<file path="src/rtl/ifmap_packer_if.sv">
// Streaming bus between the raw ifmap source, the packer and the IFmap buffer.
// The packer sits on the slave side: it consumes in_* and produces out_*.
interface ifmap_packer_if #(
  parameter int DATA_WIDTH = 16
);
  logic [DATA_WIDTH-1:0] in_data;
  logic                  in_valid;
  logic                  in_ready;
  logic [DATA_WIDTH+1:0] out_data;
  logic                  out_valid;
  logic                  out_ready;

  modport slave (
    input  in_data, in_valid, out_ready,
    output in_ready, out_data, out_valid
  );

  modport master (
    output in_data, in_valid, out_ready,
    input  in_ready, out_data, out_valid
  );
endinterface

</file>
<file path="src/rtl/ifmap_packer.sv">
// Packs one ifmap row into tagged words {tag, sample} for the IFmap buffer,
// optionally followed by a zero flush row of filter_size words.
// Tags: first word 2'b10, last 2'b01, middle 2'b00, single-word row 2'b11.
module ifmap_packer #(
  parameter int DATA_WIDTH        = 16,
  parameter int LEN_WIDTH         = 8,
  parameter int FILTER_SIZE_WIDTH = 5
) (
  input  logic                         clk,
  input  logic                         reset,
  input  logic                         start,
  input  logic [LEN_WIDTH-1:0]         row_len,
  input  logic [FILTER_SIZE_WIDTH-1:0] filter_size,
  input  logic                         flush_en,
  ifmap_packer_if.slave                bus,
  output logic                         busy,
  output logic                         done
);

  typedef enum logic [1:0] {
    IDLE  = 2'd0,
    DATA  = 2'd1,
    FLUSH = 2'd2,
    DONE  = 2'd3
  } state_t;

  state_t                state_q;
  logic [LEN_WIDTH-1:0]  rowLen_q;
  logic [LEN_WIDTH-1:0]  flushLen_q;
  logic [LEN_WIDTH-1:0]  cnt_q;
  logic                  flushGo_q;
  logic [DATA_WIDTH+1:0] outData_q;
  logic                  outValid_q;
  logic                  done_q;

  logic                  outFree;
  logic                  dataFire;
  logic                  flushFire;
  logic [LEN_WIDTH-1:0]  curLen;
  logic                  firstWord;
  logic                  lastWord;
  logic [1:0]            tag;

  // The single output register can take a new word when empty or draining.
  assign outFree   = !outValid_q || bus.out_ready;
  assign dataFire  = (state_q == DATA) && outFree && bus.in_valid;
  assign flushFire = (state_q == FLUSH) && outFree;
  assign curLen    = (state_q == FLUSH) ? flushLen_q : rowLen_q;
  assign firstWord = (cnt_q == '0);
  assign lastWord  = (cnt_q == (curLen - LEN_WIDTH'(1)));
  assign tag       = {firstWord, lastWord};

  assign bus.in_ready  = (state_q == DATA) && outFree;
  assign bus.out_data  = outData_q;
  assign bus.out_valid = outValid_q;
  assign busy          = (state_q != IDLE);
  assign done          = done_q;

  // Row sequencer plus output register; DONE waits for the final word to
  // leave the output register so done marks the cycle after the last transfer.
  always_ff @(posedge clk) begin
    if (!reset) begin
      state_q    <= IDLE;
      rowLen_q   <= '0;
      flushLen_q <= '0;
      cnt_q      <= '0;
      flushGo_q  <= 1'b0;
      outData_q  <= '0;
      outValid_q <= 1'b0;
      done_q     <= 1'b0;
    end else begin
      done_q <= 1'b0;
      case (state_q)
        IDLE: begin
          if (start) begin
            rowLen_q   <= row_len;
            flushLen_q <= LEN_WIDTH'(filter_size);
            flushGo_q  <= flush_en && (filter_size != '0);
            cnt_q      <= '0;
            if (row_len != '0) begin
              state_q <= DATA;
            end else if (flush_en && (filter_size != '0)) begin
              state_q <= FLUSH;
            end else begin
              state_q <= DONE;
            end
          end
        end
        DATA: begin
          if (dataFire) begin
            outData_q  <= {tag, bus.in_data};
            outValid_q <= 1'b1;
            if (lastWord) begin
              cnt_q   <= '0;
              state_q <= flushGo_q ? FLUSH : DONE;
            end else begin
              cnt_q <= cnt_q + LEN_WIDTH'(1);
            end
          end else if (bus.out_ready) begin
            outValid_q <= 1'b0;
          end
        end
        FLUSH: begin
          if (flushFire) begin
            outData_q  <= {tag, {DATA_WIDTH{1'b0}}};
            outValid_q <= 1'b1;
            if (lastWord) begin
              cnt_q   <= '0;
              state_q <= DONE;
            end else begin
              cnt_q <= cnt_q + LEN_WIDTH'(1);
            end
          end
        end
        DONE: begin
          if (outFree) begin
            outValid_q <= 1'b0;
            done_q     <= 1'b1;
            state_q    <= IDLE;
          end
        end
        default: state_q <= IDLE;
      endcase
    end
  end

endmodule

</file>
<file path="src/flat_wrapper.sv">
// flat-port wrapper written by rule: the top's interface ports become plain ports
module ifmap_packer_flat 
#(
  parameter int DATA_WIDTH        = 16,
  parameter int LEN_WIDTH         = 8,
  parameter int FILTER_SIZE_WIDTH = 5
)
  (clk, reset, start, row_len, filter_size, flush_en, busy, done, bus_in_data, bus_in_valid, bus_out_ready, bus_in_ready, bus_out_data, bus_out_valid);
  ifmap_packer_if #(.DATA_WIDTH(DATA_WIDTH)) bus_i ();
  input  logic clk;
  input  logic reset;
  input  logic start;
  input  logic [LEN_WIDTH-1:0] row_len;
  input  logic [FILTER_SIZE_WIDTH-1:0] filter_size;
  input  logic flush_en;
  output logic busy;
  output logic done;
  input wire logic [$bits(bus_i.in_data)-1:0] bus_in_data;
  input wire logic [$bits(bus_i.in_valid)-1:0] bus_in_valid;
  input wire logic [$bits(bus_i.out_ready)-1:0] bus_out_ready;
  output wire logic [$bits(bus_i.in_ready)-1:0] bus_in_ready;
  output wire logic [$bits(bus_i.out_data)-1:0] bus_out_data;
  output wire logic [$bits(bus_i.out_valid)-1:0] bus_out_valid;
  assign bus_i.in_data = bus_in_data;
  assign bus_i.in_valid = bus_in_valid;
  assign bus_i.out_ready = bus_out_ready;
  assign bus_in_ready = bus_i.in_ready;
  assign bus_out_data = bus_i.out_data;
  assign bus_out_valid = bus_i.out_valid;
  ifmap_packer #(.DATA_WIDTH(DATA_WIDTH), .LEN_WIDTH(LEN_WIDTH), .FILTER_SIZE_WIDTH(FILTER_SIZE_WIDTH)) u_core (.clk(clk), .reset(reset), .start(start), .row_len(row_len), .filter_size(filter_size), .flush_en(flush_en), .bus(bus_i), .busy(busy), .done(done));
endmodule
</file>
<file path="config.mk">
export PLATFORM = sky130hd
export DESIGN_NAME = ifmap_packer_flat
export DESIGN_NICKNAME = d
export VERILOG_FILES = /design/src/rtl/ifmap_packer_if.sv /design/src/rtl/ifmap_packer.sv /design/src/flat_wrapper.sv
export SDC_FILE = /design/constraint.sdc
export NUM_CORES = 1
export LEC_CHECK = 0
export ABC_CLOCK_PERIOD_IN_PS = 3600
export CAP_MARGIN = 30
export CORE_MARGIN = 2
export CORE_UTILIZATION = 45
export DETAILED_ROUTE_END_ITERATION = 6
export PLACE_DENSITY = 0.86
export SYNTH_ARGS = -nofsm -noshare
export SYNTH_HDL_FRONTEND = slang
export SYNTH_SLANG_ARGS = --single-unit
</file>
<file path="constraint.sdc">
create_clock -name clk -period 3.6 [get_ports clk]
set_clock_uncertainty 0.15 [all_clocks]
set_input_delay 0.36 -clock clk [delete_from_list [all_inputs] [get_ports clk]]
set_output_delay 0.36 -clock clk [all_outputs]
set_load 0.1 [all_outputs]
</file>
==> reports/results.tsv, run 1 <==
metric	value	unit
grt_antenna_before_repair	0	
p_comb_share	51.1	%
area_delta_synth_final	29.5	%
wl	6450	µm
synth_cell_types	58	
clk_pin_slew_worst_paths	90	ps
postCtsHoldBufs	0	
drc	0	
utilization	61.5	%
crit_path_start_kind	flip-flop	
clk_path_buf_depth	2	
drtAntennaViolNets	0	
diodes	0	
outcome	finished, final reports clean	
drt_first_pass_iters	4	
cts-resized-gates	0	
insertion_delay	300	ps
synth_flop_cell	dfxtp_1	
min_period_over_period	92.5	%
fin_setup_tns	0	ps
gr-total-overflow	0	
seqPwrFrac	30.1	%
cts_setup_buffers	0	
power.density	638	mW/mm²
crit_arrival	3380	ps
wl_met3	252	µm
synthAdderAreaFrac	4.58	%
worst_pin_slew	1000	ps
rsz0062_at_grt	no	
synth_async_sr_flop_share	0	%
slew_headroom	32.9	%
drive_above_1_share	7.78	%
report.final.slew_viol_count	0	
ys_ff_latch	44	
ys_seq_area_share	35.9	%
final_nets	403	
first_global_vias	2272	
p_int	1080	µW
tritoncts	built	
clockRootBuffer	clkbuf_8	
fillerInstances	436	
grt_usage	21.8	%
ios	57	
ys_warn_count	0	
routedWlPerCell	15.0	µm
wirelength_met1	2790	µm
drt_iter0_drc	173	
cp-end-kind	flip-flop	
cap_violations	0	
synth_compound_area_share	18.5	%
syn_nets	351	
hpwl	4750	µm
grt_pass1_wl	10600	µm
final-setup-viol-count	0	
swShare	46.7	%
h-tree-depth	2	
synth-edff-count	0	
start_util	47.5	%
io_buffers	56	
avgSynthCellArea	8.00	µm²
vias	2373	
min_period	3330	ps
min_from	u_core.rowLen_q[7]	
synth_xor_area_share	2.85	%
hold_viol	0	
reg2reg_from	u_core.state_q[0]	
synthSimpleGateAreaFrac	30.8	%
reg2reg_setup_slack	270	ps
fp-row-count	26	
holdCritPathClass	flip-flop to flip-flop	
syn_inst	307	
clkPwrFrac	18.8	%
cts_inserted_buffers	5	
worstReg2RegEnd	u_core.cnt_q[4]	
holdPathStages	2	
dieArea	0.00607	mm²
cp.required	3650	ps
hold_end	u_core.rowLen_q[7]	
rr_worst_depth	11	
path_class	flip-flop to flip-flop	
p_leak	0.00116	µW
critPathMaxFanout	6	
gp_routability_congestion	0.909	
wl_met2	3300	µm
design.core.area	0.00517	mm²
max_freq	0.300	GHz
die_height	77.9	µm
synthMuxAreaShare	3.31	%
synth_top_family_by_area	simple AND/OR/NAND/NOR gates	
ir_worst_vdd	0.000478	V
die_width	77.9	µm
power.switching	948	µW
syn_area	0.00246	mm²
top_layer	met4	
grt_max_degree	40	
clkSinkCount	44	
via_per_inst	5.52	
==> metrics by stage <==
step / cells / area (µm²) / hold slack, ps / setup slack, ps / total power [µW]
5_1_grt: 430 / 3180 / 339 / 109 / 2140
4_1_cts: 430 / 3180 / 316 / 291 / 2030
3_3_place_gp: 422 / 3070 / 293 / 558 / 1620
6_report: 430 / 3180 / 312 / 269 / 2030
2_1_floorplan: 307 / 2460 / 282 / 186 / 1410
3_5_place_dp: 422 / 3070 / 304 / 378 / 1650
==> layout by cell type (no fill, tap or decap), drive strengths merged, types with 9 or more instances in the layout <==
cell type      synthesis  layout
a21oi                 41      41
ha                     9       9
nand2                 44      44
dfxtp                 44      44
nor2                  27      27
inv                   11      11
o21ai                 12      12
clkdlybuf4s50          0      54
nor3b                 20      20
==> worst max-delay path by stage <==
stage,slack (ps),end,depth (start not counted),from
4_1_cts,290,u_core.cnt_q[4],11,u_core.state_q[0]
5_1_grt,110,u_core.cnt_q[4],11,u_core.state_q[0]
3_3_place_gp,560,u_core.cnt_q[4],11,u_core.state_q[0]
6_report,270,u_core.cnt_q[4],11,u_core.state_q[0]
2_1_floorplan,190,u_core.cnt_q[4],14,u_core.state_q[0]
3_5_place_dp,380,u_core.cnt_q[4],11,u_core.state_q[0]
==> registers in the layout, summed over array words and instances (netlist names) <==
name	cells
u_core.bus.out_data	18
u_core.bus.out_valid	1
u_core.cnt_q	8
u_core.done	1
u_core.flushGo_q	1
u_core.flushLen_q	5
u_core.rowLen_q	8
u_core.state_q	2
==> worst max-delay path: stages (launching register included) <==
cell and delay (ps):
dfxtp_1 430, inv_1 110, ha_1 270, mux2i_1 260
ha_1 270, nor3b_1 390, mux2i_1 170, xnor2_1 310
and4_4 300, nand3_2 150, a22o_1 230, o21a_1 180
==> per-layer routing <==
layer	vias to the layer above	global-route usage, %
met1	1112	26.6
met4	0	7.50
met2	64	38.4
met3	11	3.95
li1	1186	-
met5	-	0
==> cell families (layout without fill, tap and decap cells) <==
| family | count (synthesis) | after routing |
|---|---|---|
| flops | 44 | 44 |
| xor+xnor | 8 | 8 |
| fa+ha+maj | 9 | 9 |
| buf+inv | 26 | 79 |
| compound gates | 74 | 74 |
| mux | 8 | 8 |
| simple gates | 138 | 138 |
==> area by class of cell <==
cell class / instances / area, µm² / area share [%]
well taps: 70 / 87.6 / 2.75
clock inverters: 3 / 42.5 / 1.34
multi-input cells: 237 / 1480 / 46.4
flip-flops and latches: 44 / 881 / 27.7
repair buffers: 60 / 586 / 18.4
inverters: 11 / 41.3 / 1.30
clock buffers: 5 / 68.8 / 2.16
==> power by group through the flow <==
stage	Sequential, µW	Clock (µW)	Combinational (µW)
after floorplan	840	0	567
after global placement	616	0	1010
after detailed placement	621	0	1030
after CTS	610	388	1040
after global routing	620	405	1110
final	611	381	1040
==> Yosys cell counts, drive strengths merged, types with 2 or more instances <==
cell | instances | area, µm²
dfxtp | 44 | 881
nand2 | 44 | 165
a21oi | 41 | 205
nor2 | 27 | 101
nor3b | 20 | 155
o21ai | 12 | 60.1
clkbuf | 11 | 41.3
inv | 11 | 41.3
ha | 9 | 113
mux2i | 7 | 70.1
nor3 | 7 | 40.0
nand3 | 6 | 35.0
nor4 | 5 | 31.3
xnor2 | 5 | 43.8
and3 | 4 | 25.0
buf | 4 | 17.5
a31oi | 3 | 33.8
nand4 | 3 | 25.0
nor2b | 3 | 18.8
nor4b | 3 | 32.5
or2 | 3 | 18.8
xor2 | 3 | 26.3
a211o | 2 | 17.5
and3b | 2 | 18.8
and4 | 2 | 20.0
nand2b | 2 | 12.5
nand3b | 2 | 15.0
o21a | 2 | 15.0
o31a | 2 | 17.5
o41ai | 2 | 25.0
or4 | 2 | 18.8
Power figures use the tool's default switching activity.
==> inputs of run 2 (changes only) <==
--- a/config.mk
+++ b/config.mk
@@ -7,10 +7,11 @@
 export LEC_CHECK = 0
 export ABC_CLOCK_PERIOD_IN_PS = 3600
 export CAP_MARGIN = 30
-export CORE_MARGIN = 2
 export CORE_UTILIZATION = 45
+export CTS_CLUSTER_DIAMETER = 200
 export DETAILED_ROUTE_END_ITERATION = 6
-export PLACE_DENSITY = 0.86
+export DONT_BUFFER_PORTS = 1
+export PLACE_DENSITY = 0.72
 export SYNTH_ARGS = -nofsm -noshare
 export SYNTH_HDL_FRONTEND = slang
 export SYNTH_SLANG_ARGS = --single-unit
==> run 2 against run 1 <==
Critical path depth unchanged. Cell count down 12%. Flip-flop and latch count unchanged. Hold slack worse by 300 ps. Non-clock buffer count down 53. Critical path type unchanged. Die area down 5.1%. Sequential power up 37%.
==> reports/results.tsv, run 2 (same netlist as run 1, synthesis figures left out) <==
metric	value	unit	change
vias	2126		-10%
holdCritPathClass	input pin to flip-flop		
min_period_over_period	91.8	%	-0.73 points
cts_inserted_buffers	5		unchanged
drive_above_1_share	9.77	%	+2.0 points
hold_viol	0		unchanged
cap_violations	0		unchanged
start_util	47.5	%	unchanged
clockRootBuffer	clkbuf_8		
largest_reg_flops	18		unchanged
p_leak	0.000975	µW	-16%
cp-endpoint	u_core.cnt_q[4]		
gr-total-overflow	0		unchanged
cp.required	3660	ps	about the same
ir_worst_vdd	0.000517	V	+8.2%
hpwl	4190	µm	-12%
clkSinkCount	44		unchanged
via_per_inst	5.64		+2.2%
crit_path_start_kind	flip-flop		
grt_antenna_before_repair	0		unchanged
drt_iter0_drc	113		-35%
final_cell_mix	44 x nand2_1, 44 x dfxtp_1, 41 x a21oi_1		
pre_cts_ws	314	ps	-63.9 ps
holdPathStages	1		-1
die_width	75.9	µm	-2.6%
min_period	3300	ps	-26.3 ps
tritoncts	built		
grt_usage	19.8	%	-2.0 points
final-setup-viol-count	0		unchanged
max_freq	0.303	GHz	+0.80%
utilization	51.8	%	-9.7 points
clk_pin_slew_worst_paths	90	ps	about the same
diodes	0		unchanged
first_global_vias	1899		-16%
gp_routability_congestion	0.911		+0.15%
grt_max_degree	36		-10%
critPathMaxFanout	6		unchanged
finalWorstSetupSlack	296	ps	+26.3 ps
design.core.area	0.00517	mm²	unchanged
crit_arrival	3360	ps	-20 ps
final_nets	350		-13%
report.final.slew_viol_count	0		unchanged
drt_first_pass_iters	4		unchanged
dieArea	0.00576	mm²	-5.1%
worstReg2RegEnd	u_core.cnt_q[4]		
fin_setup_tns	0	ps	unchanged
cp-end-kind	flip-flop		
postCtsHoldBufs	0		unchanged
insertion_delay	300	ps	about the same
fin_area	0.00268	mm²	-16%
fp-row-count	26		unchanged
routedWlPerCell	14.7	µm	-1.7%
ios	57		unchanged
worst_pin_slew	985	ps	-18.5 ps
reg2reg_from	u_core.state_q[0]		
fin_hold_ws	16.6	ps	-295 ps
h-tree-depth	2		unchanged
rsz0062_at_grt	no		
outcome	finished, final reports clean		
slew_headroom	34.3	%	+1.4 points
placed_area	0.00256	mm²	-17%
area_delta_synth_final	9.17	%	
reg2reg_setup_slack	300	ps	+30 ps
wl	5560	µm	-14%
rr_worst_depth	11		unchanged
grt_pass1_wl	8540	µm	-20%
cts-resized-gates	0		unchanged
power.density	726	mW/mm²	+14%
die_height	75.9	µm	-2.6%
drtAntennaViolNets	0		unchanged
clk_path_buf_depth	2		unchanged
crit_start	u_core.state_q[0]		
path_class	flip-flop to flip-flop		
drc	0		unchanged
io_buffers	0		-100%
cts_setup_buffers	0		unchanged
run 2: cell count changes in the layout (fill, tap and decap cells not counted):
cell             change
clkdlybuf4s50_1     -54
clkbuf_8             +1
buf_16               +1
nor2_2               +1
nor2_1               -1
clkinv_4             +1
clkinvlp_4           -1
clkinv_2             -1
run 2: final cells by class:
| class | count | area, µm² |
|---|---|---|
| multi-input combinational | 237 | 1480 |
| clock buffer | 6 | 82.6 |
| sequential | 44 | 881 |
| timing repair buffer | 7 | 72.6 |
| inverter | 11 | 41.3 |
| fill | 492 | 2490 |
| clock inverter | 2 | 38.8 |
| tap | 70 | 87.6 |
run 2: power breakdown:
part | switching [µW] | total [µW] | internal, µW
logic | 456 | 703 | 248
registers | 288 | 839 | 551
clock network | 178 | 405 | 227
total | 922 | 1950 | 1030
run 2: how the worst min path moves through the flow:
stage | from | end
after floorplan | u_core.rowLen_q[7] | u_core.rowLen_q[7]
after global placement | u_core.rowLen_q[7] | u_core.rowLen_q[7]
after detailed placement | u_core.rowLen_q[7] | u_core.rowLen_q[7]
after CTS | reset | u_core.cnt_q[4]
after global routing | reset | u_core.cnt_q[4]
final | reset | u_core.cnt_q[4]
run 2: through the flow:
stage | total power, µW | std cells
after floorplan | 1410 | 307
after global placement | 1530 | 368
after detailed placement | 1550 | 369
after CTS | 1960 | 377
after global routing | 2060 | 377
final | 1950 | 377
run 2: routing by layer:
metal / share of wire (%) / global-route usage [%]
met5: 0 / 0
met2: 48 / 32.1
met4: 1.6 / 7.82
met1: 47 / 25.2
met3: 3.3 / 5.29
run 2: critical path: stages, from the launching register on:
cell,delay (ps)
dfxtp_1,440
inv_1,110
ha_1,270
mux2i_1,260
ha_1,270
or4b_1,460
a32oi_1,230
a21boi_0,140
and3b_2,310
nand3_2,140
a22o_1,230
o21a_1,170
